### src/rtl/dac_pkg.sv
// Shared constants and types for the DAC frame pacer: MAX5134 commands,
// frame geometry and the serializer state encoding.
package dac_pkg;

  localparam int unsigned SAMPLE_W = 16;
  localparam int unsigned FRAME_W  = 24;

  localparam logic [SAMPLE_W-1:0] MIDSCALE = 16'h8000;

  localparam logic [7:0] CMD_WRITE_A = 8'b0011_0001;
  localparam logic [7:0] CMD_WRITE_B = 8'b0011_0010;
  localparam logic [7:0] CMD_UPDATE  = 8'b0000_0001;

  typedef enum logic [1:0] {
    IDLE,
    SETUP,
    SHIFT,
    HOLD
  } pacer_state_t;

endpackage

### src/rtl/dac_frame_pacer_if.sv
// Sample handshake between the harmonic generator (master) and the pacer (slave).
interface dac_frame_pacer_if;

  logic [dac_pkg::SAMPLE_W-1:0] sample_in;
  logic                         sample_valid;
  logic                         sample_ready;
  logic                         sample_tick;

  modport master (
    output sample_in,
    output sample_valid,
    input  sample_ready,
    input  sample_tick
  );

  modport slave (
    input  sample_in,
    input  sample_valid,
    output sample_ready,
    output sample_tick
  );

endinterface

### src/rtl/sample_fifo.sv
// Small synchronous FIFO with registered ready and occupancy; head word is
// presented combinationally on pop_data.
module sample_fifo #(
  parameter int unsigned WIDTH = 16,
  parameter int unsigned AW    = 2
) (
  input  logic             clock,
  input  logic             reset,
  input  logic [WIDTH-1:0] push_data,
  input  logic             push_valid,
  output logic             push_ready,
  input  logic             pop,
  output logic [WIDTH-1:0] pop_data,
  output logic [AW:0]      level
);

  localparam int unsigned DEPTH = 2 ** AW;

  logic [WIDTH-1:0] mem [DEPTH];
  logic [AW-1:0]    wr_ptr;
  logic [AW-1:0]    rd_ptr;
  logic             do_push;
  logic             do_pop;
  logic [AW:0]      level_next;

  // Ready is registered, so a full FIFO refuses a push even when a pop
  // frees a slot on the same edge.
  always_comb begin
    do_push    = push_valid && push_ready;
    do_pop     = pop && (level != '0);
    level_next = level;
    if (do_push && !do_pop) begin
      level_next = level + 1'b1;
    end else if (!do_push && do_pop) begin
      level_next = level - 1'b1;
    end
  end

  assign pop_data = mem[rd_ptr];

  always_ff @(posedge clock) begin
    if (do_push) begin
      mem[wr_ptr] <= push_data;
    end
  end

  always_ff @(posedge clock) begin
    if (reset) begin
      wr_ptr     <= '0;
      rd_ptr     <= '0;
      level      <= '0;
      push_ready <= 1'b0;
    end else begin
      if (do_push) begin
        wr_ptr <= wr_ptr + 1'b1;
      end
      if (do_pop) begin
        rd_ptr <= rd_ptr + 1'b1;
      end
      level      <= level_next;
      push_ready <= (level_next != (AW + 1)'(DEPTH));
    end
  end

endmodule

### src/rtl/dac_frame_pacer.sv
// Releases one buffered sample every SAMPLE_INTERVAL clocks and serialises it
// as a 24-bit MAX5134 SPI write; repeats the last sample on underrun.
module dac_frame_pacer
  import dac_pkg::*;
#(
  parameter int unsigned SAMPLE_INTERVAL = 1500,
  parameter int unsigned CLK_DIV         = 2,
  parameter int unsigned FIFO_AW         = 2,
  parameter logic [7:0]  COMMAND         = CMD_WRITE_A,
  parameter int unsigned CS_SETUP        = 2,
  parameter int unsigned CS_HOLD         = 2
) (
  input  logic                 clock,
  input  logic                 reset,
  dac_frame_pacer_if.slave     sample_bus,
  output logic [FIFO_AW:0]     fifo_level,
  output logic                 underrun,
  output logic                 spi_cs_out,
  output logic                 spi_clock_out,
  output logic                 spi_data_out
);

  localparam int unsigned FRAME_LEN = CS_SETUP + 2 * FRAME_W * CLK_DIV + CS_HOLD;
  localparam int unsigned TIMER_W   = $clog2(SAMPLE_INTERVAL);
  localparam int unsigned CNT_MAX   = (CLK_DIV > CS_SETUP)
                                      ? ((CLK_DIV > CS_HOLD) ? CLK_DIV : CS_HOLD)
                                      : ((CS_SETUP > CS_HOLD) ? CS_SETUP : CS_HOLD);
  localparam int unsigned CNT_W     = $clog2(CNT_MAX) + 1;

  if (FRAME_LEN + 1 >= SAMPLE_INTERVAL) begin : g_interval_check
    $error("dac_frame_pacer: SAMPLE_INTERVAL too short for one SPI frame");
  end

  pacer_state_t          state;
  logic [TIMER_W-1:0]    timer;
  logic                  tick;
  logic                  have_sample;
  logic [SAMPLE_W-1:0]   fifo_head;
  logic [SAMPLE_W-1:0]   last_sample;
  logic [SAMPLE_W-1:0]   frame_sample;
  logic [FRAME_W-1:0]    shift_reg;
  logic [CNT_W-1:0]      cnt;
  logic [4:0]            bit_cnt;
  logic                  tick_q;
  logic                  ready;

  assign tick         = (timer == TIMER_W'(SAMPLE_INTERVAL - 1));
  assign have_sample  = (fifo_level != '0);
  assign frame_sample = have_sample ? fifo_head : last_sample;

  assign sample_bus.sample_ready = ready;
  assign sample_bus.sample_tick  = tick_q;

  sample_fifo #(
    .WIDTH (SAMPLE_W),
    .AW    (FIFO_AW)
  ) u_fifo (
    .clock      (clock),
    .reset      (reset),
    .push_data  (sample_bus.sample_in),
    .push_valid (sample_bus.sample_valid),
    .push_ready (ready),
    .pop        (tick),
    .pop_data   (fifo_head),
    .level      (fifo_level)
  );

  always_ff @(posedge clock) begin
    if (reset || tick) begin
      timer <= '0;
    end else begin
      timer <= timer + 1'b1;
    end
  end

  always_ff @(posedge clock) begin
    if (reset) begin
      state         <= IDLE;
      spi_cs_out    <= 1'b1;
      spi_clock_out <= 1'b1;
      spi_data_out  <= 1'b0;
      shift_reg     <= '0;
      last_sample   <= MIDSCALE;
      underrun      <= 1'b0;
      tick_q        <= 1'b0;
      cnt           <= '0;
      bit_cnt       <= '0;
    end else begin
      tick_q <= 1'b0;
      case (state)
        IDLE: begin
          if (tick) begin
            if (have_sample) begin
              last_sample <= fifo_head;
              tick_q      <= 1'b1;
            end else begin
              underrun <= 1'b1;
            end
            shift_reg    <= {COMMAND, frame_sample};
            spi_data_out <= COMMAND[7];
            spi_cs_out   <= 1'b0;
            cnt          <= '0;
            state        <= SETUP;
          end
        end
        SETUP: begin
          if (cnt == CNT_W'(CS_SETUP - 1)) begin
            cnt           <= '0;
            bit_cnt       <= '0;
            spi_clock_out <= 1'b0;
            state         <= SHIFT;
          end else begin
            cnt <= cnt + 1'b1;
          end
        end
        SHIFT: begin
          // MOSI advances only on the rising edge; the final high half-period
          // completes before HOLD so the frame spans 48 half-periods.
          if (cnt == CNT_W'(CLK_DIV - 1)) begin
            cnt <= '0;
            if (!spi_clock_out) begin
              spi_clock_out <= 1'b1;
              spi_data_out  <= shift_reg[FRAME_W-2];
              shift_reg     <= {shift_reg[FRAME_W-2:0], 1'b0};
            end else if (bit_cnt == 5'(FRAME_W - 1)) begin
              state <= HOLD;
            end else begin
              spi_clock_out <= 1'b0;
              bit_cnt       <= bit_cnt + 1'b1;
            end
          end else begin
            cnt <= cnt + 1'b1;
          end
        end
        HOLD: begin
          if (cnt == CNT_W'(CS_HOLD - 1)) begin
            cnt          <= '0;
            spi_cs_out   <= 1'b1;
            spi_data_out <= 1'b0;
            state        <= IDLE;
          end else begin
            cnt <= cnt + 1'b1;
          end
        end
        default: state <= IDLE;
      endcase
    end
  end

endmodule

### src/flat_wrapper.sv
// flat-port wrapper written by rule: the top's interface ports become plain ports
module dac_frame_pacer_flat import dac_pkg::*;
#(
  parameter int unsigned SAMPLE_INTERVAL = 1500,
  parameter int unsigned CLK_DIV         = 2,
  parameter int unsigned FIFO_AW         = 2,
  parameter logic [7:0]  COMMAND         = CMD_WRITE_A,
  parameter int unsigned CS_SETUP        = 2,
  parameter int unsigned CS_HOLD         = 2
)
  (clock, reset, fifo_level, underrun, spi_cs_out, spi_clock_out, spi_data_out, sample_bus_sample_in, sample_bus_sample_valid, sample_bus_sample_ready, sample_bus_sample_tick);
  dac_frame_pacer_if sample_bus_i ();
  input  logic clock;
  input  logic reset;
  output logic [FIFO_AW:0] fifo_level;
  output logic underrun;
  output logic spi_cs_out;
  output logic spi_clock_out;
  output logic spi_data_out;
  input wire logic [$bits(sample_bus_i.sample_in)-1:0] sample_bus_sample_in;
  input wire logic [$bits(sample_bus_i.sample_valid)-1:0] sample_bus_sample_valid;
  output wire logic [$bits(sample_bus_i.sample_ready)-1:0] sample_bus_sample_ready;
  output wire logic [$bits(sample_bus_i.sample_tick)-1:0] sample_bus_sample_tick;
  assign sample_bus_i.sample_in = sample_bus_sample_in;
  assign sample_bus_i.sample_valid = sample_bus_sample_valid;
  assign sample_bus_sample_ready = sample_bus_i.sample_ready;
  assign sample_bus_sample_tick = sample_bus_i.sample_tick;
  dac_frame_pacer #(.SAMPLE_INTERVAL(SAMPLE_INTERVAL), .CLK_DIV(CLK_DIV), .FIFO_AW(FIFO_AW), .COMMAND(COMMAND), .CS_SETUP(CS_SETUP), .CS_HOLD(CS_HOLD)) u_core (.clock(clock), .reset(reset), .sample_bus(sample_bus_i), .fifo_level(fifo_level), .underrun(underrun), .spi_cs_out(spi_cs_out), .spi_clock_out(spi_clock_out), .spi_data_out(spi_data_out));
endmodule
### config.mk
export PLATFORM = sky130hd
export DESIGN_NAME = dac_frame_pacer_flat
export DESIGN_NICKNAME = d
export VERILOG_FILES = /design/src/rtl/dac_pkg.sv /design/src/rtl/dac_frame_pacer_if.sv /design/src/rtl/sample_fifo.sv /design/src/rtl/dac_frame_pacer.sv /design/src/flat_wrapper.sv
export SDC_FILE = /design/constraint.sdc
export NUM_CORES = 1
export LEC_CHECK = 0
export CAP_MARGIN = 20
export CELL_PAD_IN_SITES_DETAIL_PLACEMENT = 1
export CELL_PAD_IN_SITES_GLOBAL_PLACEMENT = 2
export CORE_MARGIN = 10
export CORE_UTILIZATION = 42
export DETAILED_ROUTE_END_ITERATION = 7
export GPL_ROUTABILITY_DRIVEN = 0
export PLACE_DENSITY = 0.87
export SLEW_MARGIN = 20
export SYNTH_ARGS = -nofsm -noshare
export SYNTH_HDL_FRONTEND = slang
export SYNTH_SLANG_ARGS = --single-unit
### constraint.sdc
create_clock -name clock -period 2.64 [get_ports clock]
set_clock_uncertainty 0.2 [all_clocks]
set_input_delay 0.264 -clock clock [delete_from_list [all_inputs] [get_ports clock]]
set_output_delay 0.264 -clock clock [all_outputs]
set_load 0.01 [all_outputs]
==> results summary, run 1 <==
The number of global-route vias before repair is 3837. CTS built an H-tree with a depth of 4. The startpoint identified for the worst register-to-register timing path is u_core.u_fifo.level[0]. TritonCTS built the clock tree. The headroom to the max-slew limit is 66.78%. The post-route minimum period came out at 2333 ps. The sum of net half-perimeters after detailed placement came out at 7836 um. During placement, the flow inserted port buffers numbering 27. After routing the design area is 6810 um^2. STA classifies the critical path endpoint as a flip-flop. The register with the most flip-flops in the layout has 64 of them. The number of sinks driven by the clock tree is 138.

The area growth from synthesis to layout is 18.45%. The final routed wirelength across all metal layers came out at 11840 um. The chip height came out at 137 um.

Leaving out fill and tap cells, the most frequent cell in the layout is sky130_fd_sc_hd__dfxtp_1. The mean routed wirelength per cell came out at 17.28 um. The count of buffering cells on the critical path with inverters included is 1. The initial antenna violation count came to 0. The region available for standard cell placement spans 13350 um^2. The clock latency reported for the late side of the worst-skew pair is 420 ps. Max-cap violations in this run came to 0. The boundary pin count is 28. The final-report hold violation count is 0.

The cell area power density came out at 801.8 nW/um^2. The post-synth design cell area is 5749 um^2. Dividing the detail-routed via count by the number of cells gives 5.247. The maximum clock frequency came out at 428.6 MHz. The initial detailed-routing violation count is 128. For the worst setup path, the data required time is 2740 ps. The most used flip-flop cell after synthesis is sky130_fd_sc_hd__dfxtp_1.

The classification of the worst-slack hold path is reg2reg. The count of flip-flops with a built-in enable after synthesis came out at 64. The clock-pin slew on the worst setup and hold paths came out at 70 ps.

Across all layers, the routed design uses 3594 vias. The data arrival time of the worst path is 2430 ps. After global routing the overflow that remains totals 0. The maximum single-stage delay on the critical path is 460 ps. Summed over all cells, the static leakage comes to 2.381 nW.

Setup repair after global routing left no endpoint under its margin. The synthesized area per cell is 12.47 um^2. The worst hold margin came out at 267.8 ps. The number of buffers on the longest clock path came out at 2. The first global-routing pass estimated 19750 um of wire.

Of all flip-flops after synthesis, the portion carrying an async set or reset was 0%. The final setup TNS came out at 0 ps. The number of buffers created by CTS is 17. The total chip power came out at 0.005460 W.

The overall global routing resource usage is 13.48%. Counting tap cells, the placed design contains a total of 653 instances. The total of fill cells in the finished design came out at 1374. The launch point of the worst path is u_core.u_fifo.level[0]. The count of hold buffers inserted by post-cts repair is 0.

The die is 137 um wide. The count of cells in the finished layout, fillers not included, comes to 685. The effective utilization at floorplan came out at 43.07%. The run finished with clean final reports.

The slew at the pin closest to its max-slew limit came out at 495.0 ps. On the critical path, the stage with the largest delay is an instance of sky130_fd_sc_hd__or3_1. 0 antenna diodes ended up in the layout.

After detailed placement, the total cell area comes to 6202 um^2. The synthesized netlist cell count came out at 461. The count of nets left with antenna violations once routing finished came out at 0. The buffer cell driving the clock tree root is sky130_fd_sc_hd__clkbuf_16. The area occupied by multi-input gates is 2163 um^2. Walking the worst path, the cells encountered are inv_1, ha_1, nand2b_1, nand4_1, or3_1, o211ai_1, a21oi_1.

Grouping stages by cell kind, the critical path spends the most delay in simple AND/OR/NAND/NOR gates. The area of all sequential standard cells is 3403 um^2. The row count came out at 42.

The startpoint identified for the worst hold timing path is u_core.timer[0]. The pin count of the biggest net entering global routing came out at 35. The number of synthesized register bits is 138. The count of nets after finishing came out at 529. The share of the clock period used by the worst path after layout is 88.39%. For this run, the number of Yosys warnings is 0. The maximum fanout along the worst path came out at 7. The DRC violation count after routing came out at 0. Cells with a size suffix above 1 make up 14.15% of the layout. Setup violations remaining at the end of the flow were counted as 0.

The critical path is of the reg2reg type. The floorplan step defined a die boundary enclosing 18770 um^2. The part of the Yosys area used for sequential elements came out at 59.19%. The element type at the critical path start is a flip-flop.

The number of slew-limit violations in the final report came out at 0. The count of TritonRoute iterations in the first routing pass came out at 4. Leaving out fill and tap cells, the most frequent cells in the layout are sky130_fd_sc_hd__dfxtp_1 (74), sky130_fd_sc_hd__edfxtp_1 (64), sky130_fd_sc_hd__nor2_1 (55). Synthesis instantiated 53 different standard cells from the library. The highest ir drop seen on vdd is 0.6720 mV.

The post-synthesis net count came out at 494.
==> worst paths after layout <==
path                            depth (start not counted)  slack, ps                  endpoint
worst min-delay path                                    1        270           u_core.timer[0]
worst max-delay path                                    7        310  u_core.u_fifo.push_ready
worst min register to register                          1        270           u_core.timer[0]
worst max register to register                          7        310  u_core.u_fifo.push_ready
==> cell type report <==
cell class / count / area share [%]
multi-input combinational: 286 / 31.77
clock inverter: 14 / 2.407
tap: 176 / 3.234
sequential: 138 / 49.97
clock buffer: 18 / 6.449
inverter: 12 / 0.6614
timing repair buffer: 41 / 5.512
==> cells in the mapped netlist, types with 2 or more instances <==
cell type	n	area share, %
sky130_fd_sc_hd__nand3_1	25	2.2
sky130_fd_sc_hd__xor2_1	6	0.91
sky130_fd_sc_hd__a21oi_1	9	0.78
sky130_fd_sc_hd__nand4b_1	2	0.30
sky130_fd_sc_hd__nor3_1	11	0.96
sky130_fd_sc_hd__and3_1	8	0.87
sky130_fd_sc_hd__xnor2_1	13	2.0
sky130_fd_sc_hd__buf_1	2	0.13
sky130_fd_sc_hd__dfxtp_1	74	26
sky130_fd_sc_hd__mux4_2	16	6.3
sky130_fd_sc_hd__o21bai_1	2	0.26
sky130_fd_sc_hd__nor2_1	55	3.6
sky130_fd_sc_hd__buf_2	4	0.35
sky130_fd_sc_hd__mux2i_1	31	5.4
sky130_fd_sc_hd__a211o_1	2	0.30
sky130_fd_sc_hd__a211oi_1	5	0.65
sky130_fd_sc_hd__o21ai_0	17	1.5
sky130_fd_sc_hd__ha_1	14	3.0
sky130_fd_sc_hd__a22o_1	17	2.6
sky130_fd_sc_hd__a22oi_1	2	0.26
sky130_fd_sc_hd__inv_1	12	0.78
sky130_fd_sc_hd__buf_4	3	0.39
sky130_fd_sc_hd__buf_6	2	0.39
sky130_fd_sc_hd__nor2b_1	4	0.44
sky130_fd_sc_hd__nand2_1	19	1.2
sky130_fd_sc_hd__and2_1	2	0.22
sky130_fd_sc_hd__nand2b_1	2	0.22
sky130_fd_sc_hd__clkbuf_1	12	0.78
sky130_fd_sc_hd__edfxtp_1	64	33
sky130_fd_sc_hd__and4b_1	2	0.35
sky130_fd_sc_hd__a21o_1	2	0.26
==> stage by stage <==
step	utilization (%)	setup slack, ps
CTS	50.98	219.4
global placement	46.47	358.3
global route	51.02	135.4
detailed placement	46.47	248.9
floorplan	-	498.9
finish	51.02	306.6
==> cells by family (layout without fill, tap and decap cells) <==
family / after synthesis / after routing / share of synthesized area (%)
buffers and inverters: 37 / 85 / 3.264
muxes: 48 / 48 / 11.86
AOI/OAI and AO/OA: 66 / 66 / 8.117
and+or+nand+nor: 139 / 139 / 11.62
DFF: 138 / 138 / 59.19
adders and majority gates: 14 / 14 / 3.047
xor gates and xnor gates: 19 / 19 / 2.894
==> routing by layer <==
metal	share of wire, %	track usage (%)
met1	46	16.13
met2	50	22.27
met3	3.0	4.069
met4	1.3	5.269
met5	0	0
==> report_power, final <==
group	internal [W]	switching (W)
registers	0.00232	0.0000678
clock network	0.00138	0.00102
logic	0.000276	0.000392
total	0.00398	0.00148
==> what timing repair did <==
action	4_1_cts	5_1_grt
setup endpoints to repair	0	16
setup buffers	0	0
gates resized for setup	0	1
No activity file was read; power rests on OpenSTA's default activity.
==> run 2: changes to the inputs <==
CORE_MARGIN = unset   (was 10)
==> run 2 against run 1 <==
- first-iteration DRC count is 29% higher
- count of clock-buffer cells in the layout is the same
- combinational power increased by 0.6%
- critical path depth fell by 1
- highest routed layer unchanged
==> results summary, run 2 (synthesis gave the netlist of run 1 again) <==
The flow ran to the end, and the final reports show no timing, DRC or antenna violations. The least setup slack across all paths after layout came out at 253.1 ps (-53.50 ps). The maximum clock frequency came to 418.9 MHz (-2.2%). The required time at the endpoint of the critical path came out at 2800 ps (+60 ps). The count of nets after finishing is 531 (+0.38%). The start point of the worst min-delay path is u_core.timer[0]. In the layout the commonest cells are sky130_fd_sc_hd__dfxtp_1 (74), sky130_fd_sc_hd__edfxtp_1 (64), sky130_fd_sc_hd__nor2_1 (55). The effective utilization at floorplan is 43.24% (+0.17 points). The tightest min-delay check is of the reg2reg type. The pin count of the biggest net entering global routing is 34 (-2.9%). The setup fix buffers added after clock tree synthesis is 0 (unchanged). The number of flip-flops in the largest register was 64 (unchanged). The number of sinks driven by the clock tree is 138 (unchanged). The cell depth of the worst min-delay path was 1 (unchanged). The die width is 119 um (-13%). The worst hold margin came out at 261.5 ps (-6.339 ps).

The number of antenna cells inserted came to 0 (unchanged). The critical path in this run is classified as reg2reg. The core region area came out at 13300 um^2 (-0.39%). The worst reg-to-reg path cell count came out at 6 (-1). Leaving out fill and tap cells, the most frequent cell in the layout is sky130_fd_sc_hd__dfxtp_1. The data arrival time of the worst path came out at 2550 ps (+120 ps). The vias per cell is 5.299 (+0.99%). The number of buffers created by CTS came out at 17 (unchanged). The standby leakage power came out at 2.358 nW (-0.99%).

The clock-pin slew on the worst setup and hold paths came out at 60 ps (about the same). TritonCTS built the clock tree. The cell area power density was 792.5 nW/um^2 (-1.2%). The overall global routing resource usage came out at 18.21% (+4.7 points).

The endpoint of the lowest-slack register-to-register path is u_core.shift_reg[12]. The count of hold buffers inserted by post-cts repair came out at 0 (unchanged). The number of violations of the max-capacitance limit came out at 0 (unchanged). The worst hold path terminates at u_core.timer[0]. The die area is 14160 um^2 (-25%).

The final setup violation count came out at 0 (unchanged). The number of resized instances in the post-cts repair step came out at 0 (unchanged). The mean routed wirelength per cell came out at 16.96 um (-1.9%). The headroom to the max-slew limit is 53.35% (-13 points).

The worst slack after detailed placement came to 267.9 ps (+18.97 ps). Compared with the post-synthesis result, the final layout area differs by 18.17%. The final setup TNS came out at 0 ps (unchanged).

The chip height is 119 um (-13%). The slew at the pin closest to its max-slew limit is 699.8 ps (+204.8 ps). The highest ir drop seen on vdd came to 0.4568 mV (-32%). The final standard cell area without fillers is 6794 um^2 (-0.24%). The DRC violation count after routing came out at 0 (unchanged). On the critical path, the stage with the largest delay is an instance of sky130_fd_sc_hd__a21oi_2. The worst setup path is launched from a flip-flop. The boundary pin count is 28 (unchanged).

CTS placed an instance of sky130_fd_sc_hd__clkbuf_16 at the clock tree root. The maximum single-stage delay on the critical path came out at 590 ps (+130 ps). The initial antenna violation count is 0 (unchanged). Setup repair after global routing left no endpoint under its margin. The total of fill cells in the finished design came out at 1338 (-2.6%).

The global-route congestion overflow total is 0 (unchanged). The startpoint of the lowest-slack register-to-register path is u_core.timer[0]. The post-detailed-route count of antenna-violating nets came out at 0 (unchanged). The share of the clock period used by the worst path after layout is 90.41% (+2.0 points). The area after detailed placement is 6217 um^2 (+0.24%). The detailed-route via count came out at 3635 (+1.1%).

The category of the worst setup path capture point is a flip-flop. The initial detailed-routing violation count came out at 165 (+29%). The count of TritonRoute iterations in the first routing pass is 4 (unchanged).

The row count came to 42 (unchanged). The final-report hold violation count came to 0 (unchanged). The total of buffers placed on input and output ports is 27 (unchanged). The number of buffers on the longest clock path came out at 2 (unchanged). The number of global-route vias before repair came out at 3814 (-0.60%).

The sum of net half-perimeters after detailed placement came to 7731 um (-1.3%). The final cell count without fillers was 686 (+0.15%). Traced cell by cell, the critical path runs through ha_1, and4b_1, and3_1, nand2_1, a21oi_2, a22o_1. The setup slack on the worst flop-to-flop path was 250 ps (-50 ps).

The deepest level of the CTS H-tree is 4 (unchanged). The maximum fanout along the worst path came out at 15 (+8). The post-route minimum period is 2387 ps (+53.50 ps).

The number of placed instances with taps included came to 655 (+0.31%). The ratio of cells with drive above 1 in the final layout is 14.12% (-0.028 points). The clock latency reported for the late side of the worst-skew pair was 420 ps (about the same). The final routed wirelength across all metal layers is 11640 um (-1.7%). The first-pass GRT wire length is 19500 um (-1.3%). The number of slew-limit violations in the final report is 0 (unchanged).
run 2: layout make-up:
class / count / area, um^2 / area share [%]
inverter: 12 / 45.04 / 0.6630
multi-input combinational: 286 / 2158 / 31.77
tap: 176 / 220.2 / 3.241
clock buffer: 18 / 429.2 / 6.317
sequential: 138 / 3403 / 50.09
clock inverter: 13 / 147.6 / 2.173
timing repair buffer: 43 / 390.4 / 5.746
run 2: routing by layer:
metal  GRT usage, %  vias up  part of all wire, %  routed length, um
met5              0        -                    0                  0
met4          8.228        0                  1.7                201
met3          4.502       14                  2.7                311
met2          31.83       50                   51               5912
met1          20.96     1814                   45               5209
li1               -     1757                    -                  -
run 2: metrics by stage:
step                      utilization, %  power [W]
after global routing               51.10   0.005609
final                              51.10   0.005384
after global placement             46.76   0.003080
after CTS                          51.10   0.005447
after floorplan                        -   0.002878
after detailed placement           46.76   0.003117
run 2: report_power, final:
group	switching, W	total [W]	leakage, nW	internal, W
clock	0.000929	0.00232	0.269	0.00139
combinational	0.000385	0.000672	0.910	0.000286
sequential	0.0000683	0.00239	1.18	0.00233
total	0.00138	0.00538	2.36	0.00400
run 2: worst max-delay path by stage:
stage	start	end	slack (ps)	cells after the start
final	u_core.timer[0]	u_core.shift_reg[12]	250	6
after global routing	u_core.timer[0]	u_core.shift_reg[12]	70	6
after global placement	u_core.timer[0]	u_core.shift_reg[2]	360	6
after detailed placement	u_core.timer[0]	u_core.shift_reg[4]	270	6
after CTS	u_core.timer[0]	u_core.shift_reg[3]	250	6
after floorplan	u_core.u_fifo.level[0]	u_core.u_fifo.push_ready	500	8
run 2: critical path: cells and delay by family, from the launching register on:
family	cells	cell delay [ps]
and+or+nand+nor	3	700
DFF	1	370
AOI/OAI and AO/OA	2	820
adders and majority gates	1	240
==> run 3: changes to the inputs <==
TNS_END_PERCENT = 50   (was unset)
==> results of run 3 <==
Final layout, timing and power as in run 2 (identical DEF).
